## src/rtl/uart_pkg.sv

```systemverilog
// Shared definitions for the parametrised UART transmitter.
//   tx_state_t     : serializer FSM states
//   PAR_*          : parity mode encodings for the PARITY parameter
//   frame_cycles() : clock cycles occupied by one complete frame on the line
package uart_pkg;

   typedef enum logic [2:0] {
      ST_IDLE,
      ST_START,
      ST_DATA,
      ST_PARITY,
      ST_STOP
   } tx_state_t;

   localparam int unsigned PAR_NONE = 0;
   localparam int unsigned PAR_ODD  = 1;
   localparam int unsigned PAR_EVEN = 2;

   function automatic int unsigned frame_cycles(input int unsigned clk_div,
                                                input int unsigned data_bits,
                                                input int unsigned parity,
                                                input int unsigned stop_bits);
      return clk_div * (1 + data_bits + ((parity != PAR_NONE) ? 1 : 0) + stop_bits);
   endfunction

endpackage

```

## src/rtl/uart_fifo.sv

```systemverilog
// Generic synchronous FIFO with first-word fall-through read data.
//   clk, reset    : rising-edge clock, asynchronous active-high reset
//   push, wdata   : write request and data (ignored while full)
//   pop, rdata    : read request (ignored while empty); rdata shows the head word
//   full, empty   : status decoded from the pointers
//   level         : number of stored words
module uart_fifo #(
   parameter int unsigned WIDTH = 8,
   parameter int unsigned DEPTH = 4
) (
   input  logic                     clk,
   input  logic                     reset,
   input  logic                     push,
   input  logic [WIDTH-1:0]         wdata,
   input  logic                     pop,
   output logic [WIDTH-1:0]         rdata,
   output logic                     full,
   output logic                     empty,
   output logic [$clog2(DEPTH):0]   level
);

   localparam int unsigned AW = $clog2(DEPTH);

   if (DEPTH < 2 || (DEPTH & (DEPTH - 1)) != 0) begin : g_bad_depth
      $error("uart_fifo: DEPTH must be a power of 2 and >= 2");
   end

   // Pointers carry one extra wrap bit so full and empty are distinguishable.
   logic [AW:0]      wr_ptr;
   logic [AW:0]      rd_ptr;
   logic [WIDTH-1:0] mem [DEPTH];
   logic             do_push;
   logic             do_pop;

   assign do_push = push && !full;
   assign do_pop  = pop && !empty;

   always_ff @(posedge clk or posedge reset) begin
      if (reset) begin
         wr_ptr <= '0;
         rd_ptr <= '0;
      end else begin
         if (do_push) wr_ptr <= wr_ptr + 1'b1;
         if (do_pop)  rd_ptr <= rd_ptr + 1'b1;
      end
   end

   always_ff @(posedge clk) begin
      if (do_push) mem[wr_ptr[AW-1:0]] <= wdata;
   end

   assign rdata = mem[rd_ptr[AW-1:0]];
   assign empty = (wr_ptr == rd_ptr);
   assign full  = (wr_ptr[AW] != rd_ptr[AW]) && (wr_ptr[AW-1:0] == rd_ptr[AW-1:0]);
   assign level = wr_ptr - rd_ptr;

endmodule

```

## src/rtl/uart_tx_param.sv

```systemverilog
// Parametrised UART transmitter with an integrated transmit FIFO.
//   clk, reset  : rising-edge clock, asynchronous active-high reset
//   tx_req      : producer offers tx_data; accepted when tx_ready is high
//   tx_ready    : FIFO has room for another word
//   tx_data     : character to send, LSB first
//   uart_tx     : serial line, idles high
//   busy        : frame on the line or words still queued
//   fifo_level  : queued words, excluding the frame in flight
module uart_tx_param
   import uart_pkg::*;
#(
   parameter int unsigned CLK_DIV    = 104,
   parameter int unsigned DATA_BITS  = 8,
   parameter int unsigned PARITY     = 0,
   parameter int unsigned STOP_BITS  = 1,
   parameter int unsigned FIFO_DEPTH = 4
) (
   input  logic                          clk,
   input  logic                          reset,
   input  logic                          tx_req,
   output logic                          tx_ready,
   input  logic [DATA_BITS-1:0]          tx_data,
   output logic                          uart_tx,
   output logic                          busy,
   output logic [$clog2(FIFO_DEPTH):0]   fifo_level
);

   if (CLK_DIV < 2) begin : g_bad_div
      $error("uart_tx_param: CLK_DIV must be >= 2");
   end
   if (DATA_BITS < 5 || DATA_BITS > 9) begin : g_bad_bits
      $error("uart_tx_param: DATA_BITS must be in 5..9");
   end
   if (PARITY > PAR_EVEN) begin : g_bad_parity
      $error("uart_tx_param: PARITY must be 0, 1 or 2");
   end
   if (STOP_BITS < 1 || STOP_BITS > 2) begin : g_bad_stop
      $error("uart_tx_param: STOP_BITS must be 1 or 2");
   end
   if (FIFO_DEPTH < 2 || (FIFO_DEPTH & (FIFO_DEPTH - 1)) != 0) begin : g_bad_depth
      $error("uart_tx_param: FIFO_DEPTH must be a power of 2 and >= 2");
   end

   localparam int unsigned CNTW = $clog2(CLK_DIV);
   localparam int unsigned IDXW = $clog2(DATA_BITS);
   localparam logic [CNTW-1:0] CNT_LAST  = CNTW'(CLK_DIV - 1);
   localparam logic [IDXW-1:0] DATA_LAST = IDXW'(DATA_BITS - 1);
   localparam logic [IDXW-1:0] STOP_LAST = IDXW'(STOP_BITS - 1);

   tx_state_t            state, state_n;
   logic [CNTW-1:0]      cnt, cnt_n;
   logic [IDXW-1:0]      idx, idx_n;
   logic [DATA_BITS-1:0] shreg, shreg_n;
   logic                 par_bit, par_n;
   logic                 nonempty_q;
   logic                 bit_end;
   logic                 load;
   logic                 push;
   logic                 line_n;
   logic                 busy_n;
   logic [DATA_BITS-1:0] fifo_rdata;
   logic                 fifo_full;
   logic                 fifo_empty;

   assign push     = tx_req && tx_ready;
   assign tx_ready = !fifo_full;

   uart_fifo #(
      .WIDTH (DATA_BITS),
      .DEPTH (FIFO_DEPTH)
   ) u_fifo (
      .clk   (clk),
      .reset (reset),
      .push  (push),
      .wdata (tx_data),
      .pop   (load),
      .rdata (fifo_rdata),
      .full  (fifo_full),
      .empty (fifo_empty),
      .level (fifo_level)
   );

   // State and datapath registers. The line and busy are registered from the
   // next-state values so they change on the same edge as the FSM.
   always_ff @(posedge clk or posedge reset) begin
      if (reset) begin
         state      <= ST_IDLE;
         cnt        <= '0;
         idx        <= '0;
         shreg      <= '0;
         par_bit    <= 1'b0;
         nonempty_q <= 1'b0;
         uart_tx    <= 1'b1;
         busy       <= 1'b0;
      end else begin
         state      <= state_n;
         cnt        <= cnt_n;
         idx        <= idx_n;
         shreg      <= shreg_n;
         par_bit    <= par_n;
         nonempty_q <= !fifo_empty;
         uart_tx    <= line_n;
         busy       <= busy_n;
      end
   end

   // Next-state logic. Starting a frame waits on the one-cycle-delayed
   // non-empty flag, so a word accepted at edge N is popped at edge N+2.
   // A pop never happens within a frame time of the previous one, so the
   // delayed flag cannot be stale when it is consulted.
   always_comb begin
      state_n = state;
      cnt_n   = cnt;
      idx_n   = idx;
      shreg_n = shreg;
      par_n   = par_bit;
      load    = 1'b0;
      bit_end = (cnt == CNT_LAST);

      if (state != ST_IDLE) cnt_n = bit_end ? '0 : cnt + 1'b1;

      case (state)
         ST_IDLE: begin
            if (nonempty_q) begin
               state_n = ST_START;
               load    = 1'b1;
            end
         end
         ST_START: begin
            if (bit_end) begin
               state_n = ST_DATA;
               idx_n   = '0;
            end
         end
         ST_DATA: begin
            if (bit_end) begin
               shreg_n = shreg >> 1;
               if (idx == DATA_LAST) begin
                  idx_n   = '0;
                  state_n = (PARITY != PAR_NONE) ? ST_PARITY : ST_STOP;
               end else begin
                  idx_n = idx + 1'b1;
               end
            end
         end
         ST_PARITY: begin
            if (bit_end) begin
               state_n = ST_STOP;
               idx_n   = '0;
            end
         end
         ST_STOP: begin
            if (bit_end) begin
               if (idx == STOP_LAST) begin
                  idx_n = '0;
                  if (nonempty_q) begin
                     state_n = ST_START;
                     load    = 1'b1;
                  end else begin
                     state_n = ST_IDLE;
                  end
               end else begin
                  idx_n = idx + 1'b1;
               end
            end
         end
         default: state_n = ST_IDLE;
      endcase

      if (load) begin
         shreg_n = fifo_rdata;
         par_n   = (^fifo_rdata) ^ (PARITY == PAR_ODD);
      end
   end

   // Output decode from the next state. No pop happens when heading to IDLE,
   // so the queue stays non-empty after the edge if it holds a word now or
   // is being pushed.
   always_comb begin
      case (state_n)
         ST_START:  line_n = 1'b0;
         ST_DATA:   line_n = shreg_n[0];
         ST_PARITY: line_n = par_n;
         default:   line_n = 1'b1;
      endcase
      busy_n = (state_n != ST_IDLE) || (fifo_level != '0) || push;
   end

endmodule

```

## config.mk

```make
export PLATFORM = sky130hd
export DESIGN_NAME = uart_tx_param
export DESIGN_NICKNAME = d
export VERILOG_FILES = /design/src/rtl/uart_pkg.sv /design/src/rtl/uart_fifo.sv /design/src/rtl/uart_tx_param.sv
export SDC_FILE = /design/constraint.sdc
export NUM_CORES = 1
export LEC_CHECK = 0
export ABC_CLOCK_PERIOD_IN_PS = 2300
export CAP_MARGIN = 20
export CORE_UTILIZATION = 53
export DETAILED_ROUTE_END_ITERATION = 12
export GPL_TIMING_DRIVEN = 1
export PLACE_DENSITY = 0.81
export SLEW_MARGIN = 20
export SYNTH_ARGS = -nofsm -noshare
export SYNTH_HDL_FRONTEND = slang
export SYNTH_SLANG_ARGS = --single-unit
```

## constraint.sdc

```tcl
create_clock -name clk -period 2.3 [get_ports clk]
set_input_delay 0.345 -clock clk [delete_from_list [all_inputs] [get_ports clk]]
set_output_delay 0.345 -clock clk [all_outputs]
set_load 0.02 [all_outputs]
```

==> results.json <==
{
  "grt_max_degree": 32,
  "period_minus_slack_ns": 2.19,
  "path_clk_slew_ns": 0.07,
  "ys_top_cells_by_area": "edfxtp_1 32%, dfrtp_1 25%, mux4_2 6.1%",
  "seq_area_frac_synth": 0.586,
  "finalWirelength_um": 5110,
  "setup_viol": 0,
  "drt_iter0_drc": 142,
  "drc": 0,
  "start_util": 0.566,
  "drv_cap": 0,
  "grt_util_all_layers": 0.200,
  "clock.fmax_ghz": 0.457,
  "via_per_inst": 5.62,
  "ir_worst_vdd_uv": 931,
  "std_cell_rows": 26,
  "place_congestion": 0.845,
  "core_um2": 5240,
  "crit_fanout": 3,
  "worstSetupPathType": "flip-flop to output port",
  "synth_edf_count": 32,
  "io_pins": 17,
  "area_growth_pct": 16.5,
  "worstPathArrival_ns": 1.84,
  "place_area_um2": 3260,
  "post_drt_wl_per_cell_um": 15.3,
  "powerDensity_nw_per_um2": 871,
  "hold_viol_final": 0,
  "async_flop_share": 0.492,
  "max_slew_margin": 0.680,
  "die_w_um": 76.8,
  "die_h_um": 76.8,
  "dp_hpwl_um": 3510,
  "clkSinkCount": 63,
  "htreeDepth": 3,
  "synth_cell_type_count": 42,
  "synth_top_area_cell": "edfxtp_1",
  "finalInstanceArea_um2": 3460,
  "postCtsSetupBuffers": 0,
  "cts_buffers": 9,
  "avgSynthCellArea_um2": 13.1,
  "syn_nets": 250,
  "worstRegToRegCells": 6,
  "antenna_found_initial": 0,
  "port-buffer-count": 16,
  "antenna_left": 0,
  "cts.path.max_buffers": 2,
  "overflow": 0,
  "crit_required_ns": 1.96,
  "firstDrtPassIters": 4,
  "yosysWarningCount": 0,
  "syn_area_um2": 2970,
  "worst_skew_pair.late_latency_ns": 0.34,
  "rsz0062_at_grt": "false",
  "grt_pass1_wl_um": 8720,
  "hold_class": "input port to async pin",
  "ys_seq_elements": 63,
  "status": "finished clean",
  "skew_ns": 0.00635,
  "setup_tns_ns": 0,
  "drive_gt1_frac": 0.175,
  "slew_violations": 0,
  "cp-end-kind": "output port",
  "vias": 1871,
  "nets": 281,
  "synth.top_cell.area_share": 0.324,
  "finalCritPeriodShare": 0.952,
  "cts_tree": "built",
  "cts-root-buf": "clkbuf_8",
  "grt_pass1_vias": 1880,
  "start_kind": "flip-flop",
  "synth_flop_cell": "edfxtp_1",
  "dieArea_um2": 5900,
  "leakagePower_nw": 1.40,
  "tightestPinTransition_ns": 0.474,
  "syn_inst": 227,
  "num_antenna_cells": 0
}
[routing by layer]
| layer | global-route usage | vias up | wire, µm |
|---|---|---|---|
| met5 | 0 | - | 0 |
| met4 | 0.113 | 0 | 138 |
| met3 | 0.0774 | 13 | 277 |
| met2 | 0.303 | 45 | 2460 |
| met1 | 0.245 | 921 | 2230 |
| li1 | - | 892 | - |
[kinds of logic (layout without fill, tap and decap cells)]
group           Yosys count  after routing  share of synthesized area
fa+ha+maj                12             12                     0.0531
flops                    63             63                      0.586
compound gates           35             35                     0.0709
xor+xnor                 15             15                     0.0443
buf+inv                  20             56                     0.0308
mux                      18             18                     0.0987
simple gates             64             64                      0.116
[what timing repair did]
action / in CTS / in global routing
gates resized for setup: 4 / 3
setup endpoints to repair: 3 / 1
hold buffers: 0 / 0
[sequential cells by signal, summed over array words and instances, names as in the netlist, 3 cells and up]
signal,cells
u_fifo.mem,32
shreg,8
cnt,7
idx,3
state,3
u_fifo.rd_ptr,3
u_fifo.wr_ptr,3
[power breakdown]
group          internal (mW)  switching, mW  leakage, nW
combinational          0.284          0.371        0.658
sequential              1.35         0.0593        0.653
clock                  0.499          0.450       0.0875
[final cells by class]
class	count	area (µm²)
Fill cell	390	1780
Sequential cell	63	1740
Multi-Input combinational cell	144	1140
Timing Repair Buffer	28	243
Clock buffer	9	124
Tap cell	70	87.6
Clock inverter	7	73.8
Inverter	12	45.0
[worst max-delay path: stages (launching register included)]
cell	delay, ns
dfrtp_1	0.38
inv_1	0.07
ha_1	0.19
fa_1	0.50
inv_1	0.04
dlygate4sd2_1	0.32
[synth_stat cells, types with 2 or more instances]
cell type,count
or2_2,2
buf_6,2
o31ai_1,3
mux2_4,2
and3_1,5
mux4_2,8
and2_1,2
nand2b_1,3
xnor2_1,14
or3_1,2
ha_1,11
inv_1,12
clkbuf_1,5
nand3_1,9
mux2i_1,6
nand4_1,4
a21oi_1,7
nor2_1,8
edfxtp_1,32
o21ai_0,12
a22o_1,2
dfrtp_1,30
nand2_1,22
a31oi_1,5
nand3b_1,2
[metrics by stage]
step	power, mW	instances	hold slack, ns	setup slack [ns]	utilization
after floorplan	1.85	227	0.444	0.0424	-
final	3.01	333	0.376	0.111	0.660
after detailed placement	2.11	317	0.481	0.115	0.622
after global placement	2.09	317	0.472	0.155	0.622
after CTS	3.05	333	0.374	0.00940	0.661
after global routing	3.16	333	0.411	0.00825	0.660
[cell usage in the layout, fill, tap and decap left out, types with 5 or more instances in the layout]
cell type / synthesis / routed
dfrtp_1: 30 / 30
ha_1: 11 / 11
nand3_1: 9 / 9
nand2_1: 22 / 22
buf_4: 0 / 12
mux2i_1: 6 / 6
a31oi_1: 5 / 5
clkbuf_8: 0 / 9
mux4_2: 8 / 8
o21ai_0: 12 / 12
edfxtp_1: 32 / 32
clkdlybuf4s50_1: 0 / 13
a21oi_1: 7 / 7
xnor2_1: 14 / 13
inv_1: 12 / 12
and3_1: 5 / 5
nor2_1: 8 / 8
[path summary, 6_finish.rpt]
path | slack, ns | from | endpoint
max | 0.11 | u_fifo.wr_ptr[0] | fifo_level[1]
min | 0.38 | reset | u_fifo.wr_ptr[1]
max reg2reg | 0.11 | cnt[0] | uart_tx
min reg2reg | 0.51 | shreg[3] | shreg[3]
max in group asynchronous | 1.59 | reset | uart_tx
min in group clk | 0.51 | shreg[3] | shreg[3]
Note: power is estimated with default switching activity, not from simulation.
